## src/rtl/axi4l_wb_bridge.sv

```systemverilog
// AXI4-Lite slave to Wishbone classic master bridge, one transaction in flight.
// Optional Wishbone wait timeout is built when WB_TIMEOUT_EN is defined.
module axi4l_wb_bridge #(
  parameter int ADDR_SHIFT     = 2,
  parameter int WB_DW          = 8,
  parameter int LANE           = 2,
  parameter int WB_AW          = 3,
  parameter int TIMEOUT_CYCLES = 255
) (
  input  logic                 clk_i,
  input  logic                 rst_i,
  // AXI4-Lite: a transfer happens on a rising edge where valid and ready are
  // both high; valid never waits for ready, ready may depend on valid.
  input  logic                 aw_valid,
  output logic                 aw_ready,
  input  logic [31:0]          aw_addr,
  input  logic                 w_valid,
  output logic                 w_ready,
  input  logic [31:0]          w_data,
  input  logic [3:0]           w_strb,
  output logic                 b_valid,
  input  logic                 b_ready,
  output logic [1:0]           b_resp,
  input  logic                 ar_valid,
  output logic                 ar_ready,
  input  logic [31:0]          ar_addr,
  output logic                 r_valid,
  input  logic                 r_ready,
  output logic [31:0]          r_data,
  output logic [1:0]           r_resp,
  output logic [WB_AW-1:0]     wb_adr_o,
  output logic [WB_DW-1:0]     wb_dat_o,
  output logic [WB_DW/8-1:0]   wb_sel_o,
  output logic                 wb_we_o,
  output logic                 wb_cyc_o,
  output logic                 wb_stb_o,
  input  logic [WB_DW-1:0]     wb_dat_i,
  input  logic                 wb_ack_i,
  input  logic                 wb_err_i,
  output logic [2:0]           fsm_state
);

  typedef enum logic [2:0] {
    IDLE   = 3'd0,
    WB_WR  = 3'd1,
    WB_RD  = 3'd2,
    B_RESP = 3'd3,
    R_RESP = 3'd4
  } state_t;

  localparam logic [1:0] OKAY   = 2'b00;
  localparam logic [1:0] SLVERR = 2'b10;

  state_t state, state_n;
  logic   prio_rd;
  logic   wr_elig, rd_pick;
  logic   in_wb, wb_term, tmo_hit, wb_done, wb_fail;
  logic [WB_DW-1:0]   wr_lane;
  logic [WB_DW/8-1:0] sel_lane;

  assign wr_lane  = w_data[LANE*WB_DW +: WB_DW];
  assign sel_lane = w_strb[LANE*(WB_DW/8) +: WB_DW/8];
  assign wr_elig  = aw_valid & w_valid;
  // Read wins a collision unless it was the type served most recently.
  assign rd_pick  = ar_valid & (~wr_elig | prio_rd);

  assign in_wb    = (state == WB_WR) | (state == WB_RD);
  assign wb_term  = wb_ack_i | wb_err_i;
  assign wb_done  = in_wb & (wb_term | tmo_hit);
  assign wb_fail  = wb_err_i | tmo_hit;

`ifdef WB_TIMEOUT_EN
  localparam logic [15:0] TMO_LAST = 16'(TIMEOUT_CYCLES - 1);
  logic [15:0] tmo_cnt;

  always_ff @(posedge clk_i) begin
    if (rst_i) begin
      tmo_cnt <= '0;
    end else if (aw_ready | ar_ready) begin
      tmo_cnt <= '0;
    end else if (in_wb & ~wb_term) begin
      tmo_cnt <= tmo_cnt + 16'd1;
    end
  end

  assign tmo_hit = in_wb & ~wb_term & (tmo_cnt == TMO_LAST);
`else
  assign tmo_hit = 1'b0;
`endif

  always_ff @(posedge clk_i) begin
    if (rst_i) begin
      state <= IDLE;
    end else begin
      state <= state_n;
    end
  end

  always_comb begin
    state_n  = state;
    aw_ready = 1'b0;
    w_ready  = 1'b0;
    ar_ready = 1'b0;
    case (state)
      IDLE: begin
        if (!rst_i) begin
          if (rd_pick) begin
            ar_ready = 1'b1;
            state_n  = WB_RD;
          end else if (wr_elig) begin
            aw_ready = 1'b1;
            w_ready  = 1'b1;
            // A write with no strobes in our lane has nothing to do on the bus.
            state_n  = (|sel_lane) ? WB_WR : B_RESP;
          end
        end
      end
      WB_WR:   if (wb_done) state_n = B_RESP;
      WB_RD:   if (wb_done) state_n = R_RESP;
      B_RESP:  if (b_ready) state_n = IDLE;
      R_RESP:  if (r_ready) state_n = IDLE;
      default: state_n = IDLE;
    endcase
  end

  always_ff @(posedge clk_i) begin
    if (rst_i) begin
      prio_rd  <= 1'b1;
      wb_adr_o <= '0;
      wb_dat_o <= '0;
      wb_sel_o <= '0;
      b_resp   <= OKAY;
      r_resp   <= OKAY;
      r_data   <= '0;
    end else begin
      if (ar_ready) begin
        wb_adr_o <= ar_addr[ADDR_SHIFT +: WB_AW];
        wb_sel_o <= '1;
        prio_rd  <= 1'b0;
      end else if (aw_ready) begin
        wb_adr_o <= aw_addr[ADDR_SHIFT +: WB_AW];
        wb_dat_o <= wr_lane;
        wb_sel_o <= sel_lane;
        prio_rd  <= 1'b1;
        if (~|sel_lane) b_resp <= OKAY;
      end
      if (wb_done && state == WB_WR) begin
        b_resp <= wb_fail ? SLVERR : OKAY;
      end
      if (wb_done && state == WB_RD) begin
        r_resp <= wb_fail ? SLVERR : OKAY;
        r_data <= wb_fail ? 32'd0 : (32'(wb_dat_i) << (LANE * WB_DW));
      end
    end
  end

  assign wb_cyc_o  = in_wb;
  assign wb_stb_o  = in_wb;
  assign wb_we_o   = (state == WB_WR);
  assign b_valid   = (state == B_RESP);
  assign r_valid   = (state == R_RESP);
  assign fsm_state = state;

  // Address bits above/below the Wishbone window and other data lanes are dropped.
  logic unused_bits;
  assign unused_bits = ^{aw_addr, ar_addr, w_data, w_strb, 32'(TIMEOUT_CYCLES)};

endmodule

```

## config.mk

```make
export PLATFORM = sky130hd
export DESIGN_NAME = axi4l_wb_bridge
export DESIGN_NICKNAME = d
export VERILOG_FILES = /design/src/rtl/axi4l_wb_bridge.sv
export SDC_FILE = /design/constraint.sdc
export NUM_CORES = 1
export LEC_CHECK = 0
export BUFFER_PORTS_ARGS = -buffer_cell sky130_fd_sc_hd__buf_2
export CORE_UTILIZATION = 25
export CTS_BUF_LIST = sky130_fd_sc_hd__clkbuf_16
export DETAILED_ROUTE_END_ITERATION = 12
export PLACE_DENSITY = 0.66
export SYNTH_ARGS = -nofsm -noshare
export SYNTH_HDL_FRONTEND = slang
export SYNTH_SLANG_ARGS = --single-unit
```

## constraint.sdc

```tcl
create_clock -name clk_i -period 4.3 [get_ports clk_i]
set_input_delay 0.645 -clock clk_i [delete_from_list [all_inputs] [get_ports clk_i]]
set_output_delay 0.645 -clock clk_i [all_outputs]
set_load 0.01 [all_outputs]
```

==> run summary, run 1 <==
Before CTS, the worst setup slack after placement is 1417 ps. The flow ran to the end, and the final reports show no timing, DRC or antenna violations. The fraction of synthesized cell area taken by the top area cell type works out to 38.31%.

The number of hold buffers added after CTS was 0. In this design, the largest share of critical-path delay is due to buffers and inverters. Of the cells placed in the final design, the portion with a size suffix greater than 1 is 34.47%. Summed over all failing endpoints, the final setup total negative slack is 0 ps.

Summed over all cells, the static leakage comes to 0.8474 nW. For this block, the routed nets add up to 2989 um of wire. The routed design could run at a clock period as short as 2870 ps. The final weighted congestion of routability-driven global placement is 0.6751. Worst IR drop on VDD: 0.0002211 V. The internal power summed over all cells is 529.8 uW, and the power dissipated by switching net loads is 269.2 uW. The repair_antennas step left the layout with diodes totalling 0. For this block, the initial DRC count from the detailed router was 75.

The maximum number of pins on one net before global-route repair is 20, and the maximum clock frequency is 348.4 MHz. The clock network accounts for 26.4% of the total power. The number of setup buffers added after CTS came out at 0. The worst hold path belongs to the class reg2reg. The worst register-to-register path begins at fsm_state[2]. Input and output buffers added on the ports amount to 64. The commonest cells after synthesis are sky130_fd_sc_hd__buf_4, sky130_fd_sc_hd__dfxtp_1, sky130_fd_sc_hd__nor2_1. The core region is 5172 um2.

The logs give 38.31% for the share of the yosys chip area belonging to registers and 2220 ps for the worst-case register-to-register setup slack. At the pin with the least slew margin, the transition time is 708.1 ps. Critical path class: in2out. For the HPWL after detailed placement, the log shows 2270 um. The sort of element at the end of the critical path is an output port. The count of nets left with antenna violations once routing finished came out at 0.

The die is 75.73 um wide. The number of pins exceeding their max-slew limit in the final report was 0; the via count was 1,134. Of all cell types, the one taking the most synthesized area is sky130_fd_sc_hd__dfxtp_1. The logs give 148 for the instance count of the mapped netlist and 0 for the count of synthesis-stage warnings from yosys. The tree is rooted in a sky130_fd_sc_hd__clkbuf_16. Setup repair after global routing left no endpoint under its margin. Compared with the post-synthesis result, the final layout area differs by 24.31%.

Initial antenna violation count: 0. The later pin in the worst-skew pair is clocked with a latency of 260 ps. Counting flops with a built-in enable in the synthesized netlist gives 0. Among all cell types in the netlist, the one instantiated most often is sky130_fd_sc_hd__buf_4.

Measured in cells, the most critical reg-to-reg path has a length of 5. The initialized floorplan defines 26 standard-cell rows. The die covers 5734 um2. The most used flip-flop cell after synthesis is sky130_fd_sc_hd__dfxtp_1. The initial utilization of the core area, before any placement, comes to 26.27%. After filler insertion, the fill cell instance count of the layout stands at 572. Measured against its own limit, the worst slew margin works out to 52.80%. Across the run, the number of max-cap violations was 0. The highest cell delay on the worst timing path came out at 480 ps. The tools report the total CTS buffers as 3. The number of gates resized after CTS was 0.

After synthesis, the cell types taking the most area are sky130_fd_sc_hd__dfxtp_1, sky130_fd_sc_hd__buf_4, sky130_fd_sc_hd__mux2i_1, sky130_fd_sc_hd__a22o_1, sky130_fd_sc_hd__nor2b_1. The post-layout total power is 799.1 uW, and the number of synthesized register bits is 26. Counting every sink on the clock net gives 26. The synthesized netlist occupies a cell area of 1359 um2. The biggest fanout along the worst timing path was 19.

The average wire length per cell after detail routing is 10.83 um. The destination of the worst register-to-register timing path is wb_adr_o[2]. The data arrival at the endpoint of the critical path was 2220 ps; the number of unique standard cell types used by synthesis was 37. For this run, design rule violations remaining after detail routing come to 0. Pin placement for this block handled 176 I/O pins. The all-layer global routing usage was 10.42%.

The cell that appears most often on the critical path is sky130_fd_sc_hd__buf_2. The buffers plus inverters on the worst setup path is 3, and the proportion of synthesized flip-flops having asynchronous set or reset is 0%. The cell depth of the worst min-delay path was 1. Power spread over the standard cell area amounts to 473.1 nW/um2.

The aggregate global routing overflow is 0. The end point of the worst hold path was wb_dat_o[4]. TritonCTS built the clock tree. The run gives 4 as the number of iterations in the first detailed-routing pass. Using the TritonRoute via totals, the vias-per-cell ratio works out to 4.109. The first global-routing pass estimated 4450 um of wire. The H-tree depth reported by CTS is 1, and the via count of the first global-routing pass is 945.

Worst setup skew after layout: 5.548 ps. The tools report the start point of the worst hold path as wb_dat_o[4]. For this design, the slowest cell found on the critical path is sky130_fd_sc_hd__or4_4. Setup violations remaining at the end of the flow were counted as 0.

Period utilization: 66.74%. Each instance of the synthesized netlist takes up on average 9.181 um2. The tools report the relative contribution of sequential cells to total power as 39.1%. The worst path meets setup with 1430 ps of slack. Traced cell by cell, the critical path runs through buf_2 -> or4_4 -> a211o_1 -> inv_1 -> buf_2. The clock-pin slew of the registers on the worst-case setup and hold paths works out to 60 ps. At the end of the flow, the number of nets in the layout was 324. For the worst setup path, the data required time is 3650 ps. Element type at the critical path start: a primary input.

Number of hold violations in the final report: 0. From bottom edge to top edge, the die measures 75.73 um. The run gives 2 as the maximum number of buffers from clock root to sink. Net switching is 33.69% of the power. Combinational cells account for 34.4% of the total power.
## worst max-delay path by stage
stage	startpoint	to	cells past startpoint
floorplan	rst_i	w_ready	6
global placement	rst_i	aw_ready	5
detailed placement	rst_i	aw_ready	5
CTS	rst_i	w_ready	5
global route	rst_i	aw_ready	5
finish	rst_i	w_ready	5
## logic make-up (layout without fill, tap and decap cells)
| kind of cell | after synthesis | in the layout | share of synthesized area [%] |
|---|---|---|---|
| multiplexers | 8 | 8 | 5.893 |
| flip-flops | 26 | 26 | 38.31 |
| XOR/XNOR | 1 | 1 | 0.6447 |
| buffers and inverters | 45 | 78 | 21.18 |
| AO/OA/AOI/OAI | 32 | 32 | 19.43 |
| other | 1 | 26 | 0.2760 |
| AND/OR/NAND/NOR | 35 | 35 | 14.27 |
## registers in the layout, summed over array words and instances, names as in the netlist
name	cells
r_data	8
wb_dat_o	8
fsm_state	3
wb_adr_o	3
b_resp	1
prio_rd	1
r_resp	1
wb_sel_o	1
## layout make-up
cell class,count,area [um2],area share (%)
Tap cell,70,87.58,5.185
Timing Repair Buffer,64,320.3,18.96
Clock buffer,3,75.07,4.444
Sequential cell,26,520.5,30.81
Multi-Input combinational cell,102,644.4,38.15
Clock inverter,1,3.754,0.2222
Inverter,10,37.54,2.222
## power by group through the flow
stage,Sequential [mW],Combinational (mW),Clock (mW)
after floorplan,0.317,0.220,0
after global placement,0.318,0.275,0
after detailed placement,0.318,0.278,0
after CTS,0.313,0.279,0.218
after global routing,0.319,0.307,0.227
final,0.313,0.275,0.211
## stage by stage
| step | utilization (%) | std cells | cell area, um2 | hold WS (ps) |
|---|---|---|---|---|
| 2_1_floorplan | - | 173 | 1453 | 511.0 |
| 3_3_place_gp | 31.13 | 272 | 1610 | 453.2 |
| 3_5_place_dp | 31.13 | 272 | 1610 | 450.0 |
| 4_1_cts | 32.66 | 276 | 1689 | 474.3 |
| 5_1_grt | 32.66 | 276 | 1689 | 488.2 |
| 6_report | 32.66 | 276 | 1689 | 470.8 |
## metal layers
layer,global-route usage (%),wire length [um]
met1,14.40,1441
met2,14.19,1168
met3,4.630,341
met4,3.704,37
met5,0,0
## placed cells by master, fill, tap and decap left out, types with 2 or more instances in the layout
master,n
sky130_fd_sc_hd__a211oi_1,2
sky130_fd_sc_hd__a21oi_1,6
sky130_fd_sc_hd__a221oi_1,3
sky130_fd_sc_hd__a22o_1,8
sky130_fd_sc_hd__buf_2,64
sky130_fd_sc_hd__clkbuf_16,3
sky130_fd_sc_hd__conb_1,26
sky130_fd_sc_hd__dfxtp_1,26
sky130_fd_sc_hd__inv_1,10
sky130_fd_sc_hd__mux2i_1,8
sky130_fd_sc_hd__nand2_1,5
sky130_fd_sc_hd__nor2_1,11
sky130_fd_sc_hd__nor2b_1,8
sky130_fd_sc_hd__nor3b_1,2
sky130_fd_sc_hd__o21ai_0,2
sky130_fd_sc_hd__or2_2,2
Power figures use the tool's default switching activity.
==> inputs of run 2 (changes only) <==
==> constraint.sdc (replaced) <==
create_clock -name clk_i -period 2.65 [get_ports clk_i]
set_input_delay 0.3975 -clock clk_i [delete_from_list [all_inputs] [get_ports clk_i]]
set_output_delay 0.3975 -clock clk_i [all_outputs]
set_load 0.01 [all_outputs]
==> run 2 against run 1 <==
Global-route usage about the same. Clock-buffer cell count did not move. Utilization up 1.2 points. Routed wire length up 1.5%. Clock power is 110% higher. Sequential power is 57% higher. Final cell count grew 1.8%. Clock skew shrank 3.9 ps. Sequential share of layout area is 1.1 points lower. Highest routed layer unchanged. Largest power group unchanged. First-iteration DRC count shrank 57%. Critical path depth is 1 lower. Sequential cell count is the same.
==> run summary, run 2 (synthesis gave the netlist of run 1 again) <==
The logs give 3 (unchanged) for the total CTS buffers and 4526 um (+1.7%) for the global-route wire length before repair. The data arrival at the endpoint of the critical path was 1930 ps (-290 ps). The tools report the insertion delay to the later sink of the worst-skew pair as 260 ps (about the same). The boundary pin count is 176 (unchanged), and the number of diodes added for antenna fixing is 0 (unchanged).

The run gives 5734 um2 (unchanged) as the area of the die. The run gives 0 (unchanged) as the number of gates resized after cts. The highest cell delay on the worst timing path came out at 540 ps (+60 ps). The number of buffers added on ports works out to 64 (unchanged).

By startpoint and endpoint, the worst setup path is classified as reg2out. Traced cell by cell, the critical path runs through or4_4 -> a211o_1 -> inv_1 -> buf_2. The number of filler cells placed in the layout is 563 (-1.6%). Setup repair after global routing left no endpoint under its margin. For the initial antenna violation count, the log shows 0 (unchanged). The final worst slack came out at 324.9 ps (-1105 ps). The tools report the CTS root buffer as sky130_fd_sc_hd__clkbuf_16. The run finished with clean final reports. The run gives 5172 um2 (unchanged) as the area of the placeable core. The biggest fanout along the worst timing path was 11 (-8). The final weighted congestion of routability-driven global placement was 0.7884 (+17%); the maximum number of pins on one net before global-route repair was 19 (-5.0%). The via-per-instance ratio is 4.132 (+0.56%), and the DRC violation total after the first TritonRoute iteration is 32 (-57%). The run gives 31.0% (+4.6 points) as the share of power burned in the clock network. The routed design could run at a clock period as short as 2325 ps. The fraction of power consumed by combinational cells came out at 34.3% (about the same).

The area after detailed placement is 1648 um2 (+2.3%). The height of the die was 75.73 um (unchanged). Maximum number of buffers from clock root to sink: 2 (unchanged). Share of post-route cells with drive strength above 1: 36.49% (+2.0 points).

The number of setup buffers added after CTS was 0 (unchanged); the required time of the worst setup path was 2250 ps (-1400 ps). Dividing the final minimum period by the clock period gives 87.74%. The largest registers in the layout are r_data x8, wb_dat_o x8.

The power dissipated by switching net loads was 439.2 uW (+63%). Among cell families on the critical path, the largest total delay comes from simple AND/OR/NAND/NOR gates. The number of hold violations in the final report is 0 (unchanged). The highest-delay cell along the critical path was sky130_fd_sc_hd__or4_4. The power density of the placed cells works out to 806.5 nW/um2 (+70%). The final instance area is 1753 um2 (+3.8%), and the H-tree depth reported by CTS is 1 (unchanged). For the final wirelength, the log shows 3035 um (+1.5%). The switching power share of the total was 31.07% (-2.6 points).

TritonCTS built the clock tree. The relative contribution of sequential cells to total power is 34.7% (-4.4 points). The library cell used most frequently in the layout, excluding fill and tap cells, is sky130_fd_sc_hd__buf_2. The aggregate global routing overflow is 0 (unchanged), and the post-layout total power is 1.414 mW (+77%). The via count is 1,161 (+2.4%). The transition at the pin with the smallest max-transition slack came out at 702.6 ps (-5.419 ps). The tools report the HPWL after detailed placement as 2363 um (+4.1%).

The all-layer global routing usage was 10.42% (about the same); the buffers plus inverters on the worst setup path was 2 (-1). The run gives 0 (unchanged) as the number of pins exceeding their max-slew limit in the final report. The quantity of hold-fixing buffers added after cts was 0 (unchanged); the number of clock sinks was 26 (unchanged). For the worst setup skew after layout, the log shows 1.652 ps (-3.896 ps).

The clock-pin slew of the registers on the worst-case setup and hold paths was 70 ps (about the same). The post-layout net count is 329 (+1.5%), and the number of iterations in the first detailed-routing pass is 4 (unchanged). Via count of the first global-routing pass: 924 (-2.2%). Worst-case register-to-register setup slack: 760 ps (-1460 ps). The count of antenna-violating nets left after detailed routing was 0 (unchanged). Compared with the post-synthesis result, the final layout area differs by 29.01%. The run gives 26.27% (unchanged) as the starting utilization of the core area. The library cells used most frequently in the layout, excluding fill and tap cells, are sky130_fd_sc_hd__buf_2, sky130_fd_sc_hd__conb_1, sky130_fd_sc_hd__dfxtp_1. The leakage dissipation was 0.8860 nW (+4.6%).

The placement row count is 26 (unchanged), and the relative max-transition margin is 53.16% (+0.36 points). Worst IR drop on VDD: 0.0002510 V (+14%). Worst slack at placement: 570.4 ps (-846.5 ps). The sort of element at the end of the critical path is an output port. The DRC violations left is 0 (unchanged).

The worst hold path class is in2reg. The run gives 0 (unchanged) as the count of maximum capacitance violations. The tools report the count of endpoints failing setup in the final report as 0 (unchanged).

The element type at the critical path start is a register. The maximum clock frequency is 430.1 MHz, and the final total negative setup slack is 0 ps (unchanged). The internal power summed over all cells was 974.5 uW (+84%). The horizontal die dimension came out at 75.73 um (unchanged). The average wire length per cell after detail routing is 10.80 um (-0.27%).
run 2: cell count changes in the layout (fill, tap and decap cells not counted), sizes merged:
cell,previous run,this run
clkinv,1,0
bufinv,0,1
buf,64,69
run 2: cell type report:
type                       count  area [um2]  area share, %
clock inverter                 1       30.03          1.713
tap                           70       87.58          4.996
sequential                    26       520.5          29.69
inverter                      10       37.54          2.141
timing repair buffer          69       357.8          20.41
multi-input combinational    102       644.4          36.76
clock buffer                   3       75.07          4.283
run 2: metrics by stage:
| step | cells | hold WS [ps] | util (%) |
|---|---|---|---|
| CTS | 281 | 349.8 | 33.89 |
| floorplan | 173 | 511.0 | - |
| global placement | 277 | 453.7 | 31.86 |
| detailed placement | 277 | 452.5 | 31.86 |
| global route | 281 | 353.7 | 33.89 |
| finish | 281 | 353.7 | 33.89 |
run 2: metal layers:
metal	vias up	global-route usage (%)	wire length (um)
met3	2	4.497	352
met1	520	15.75	1452
met5	-	0	0
met4	0	1.852	8
met2	60	13.49	1222
li1	579	-	-
run 2: worst paths after layout:
check / startpoint / to / cells after the start
min reg2reg: wb_dat_o[2] / wb_dat_o[2] / 1
max reg2reg: fsm_state[1] / r_data[16] / 4
max: fsm_state[1] / w_ready / 4
min: w_data[18] / wb_dat_o[2] / 2
run 2: power by group through the flow:
stage | Sequential, mW | Clock [mW] | Combinational, mW
final | 0.491 | 0.438 | 0.485
after global placement | 0.498 | 0 | 0.484
after floorplan | 0.514 | 0 | 0.357
after global routing | 0.500 | 0.466 | 0.545
after CTS | 0.491 | 0.447 | 0.491
after detailed placement | 0.499 | 0 | 0.488
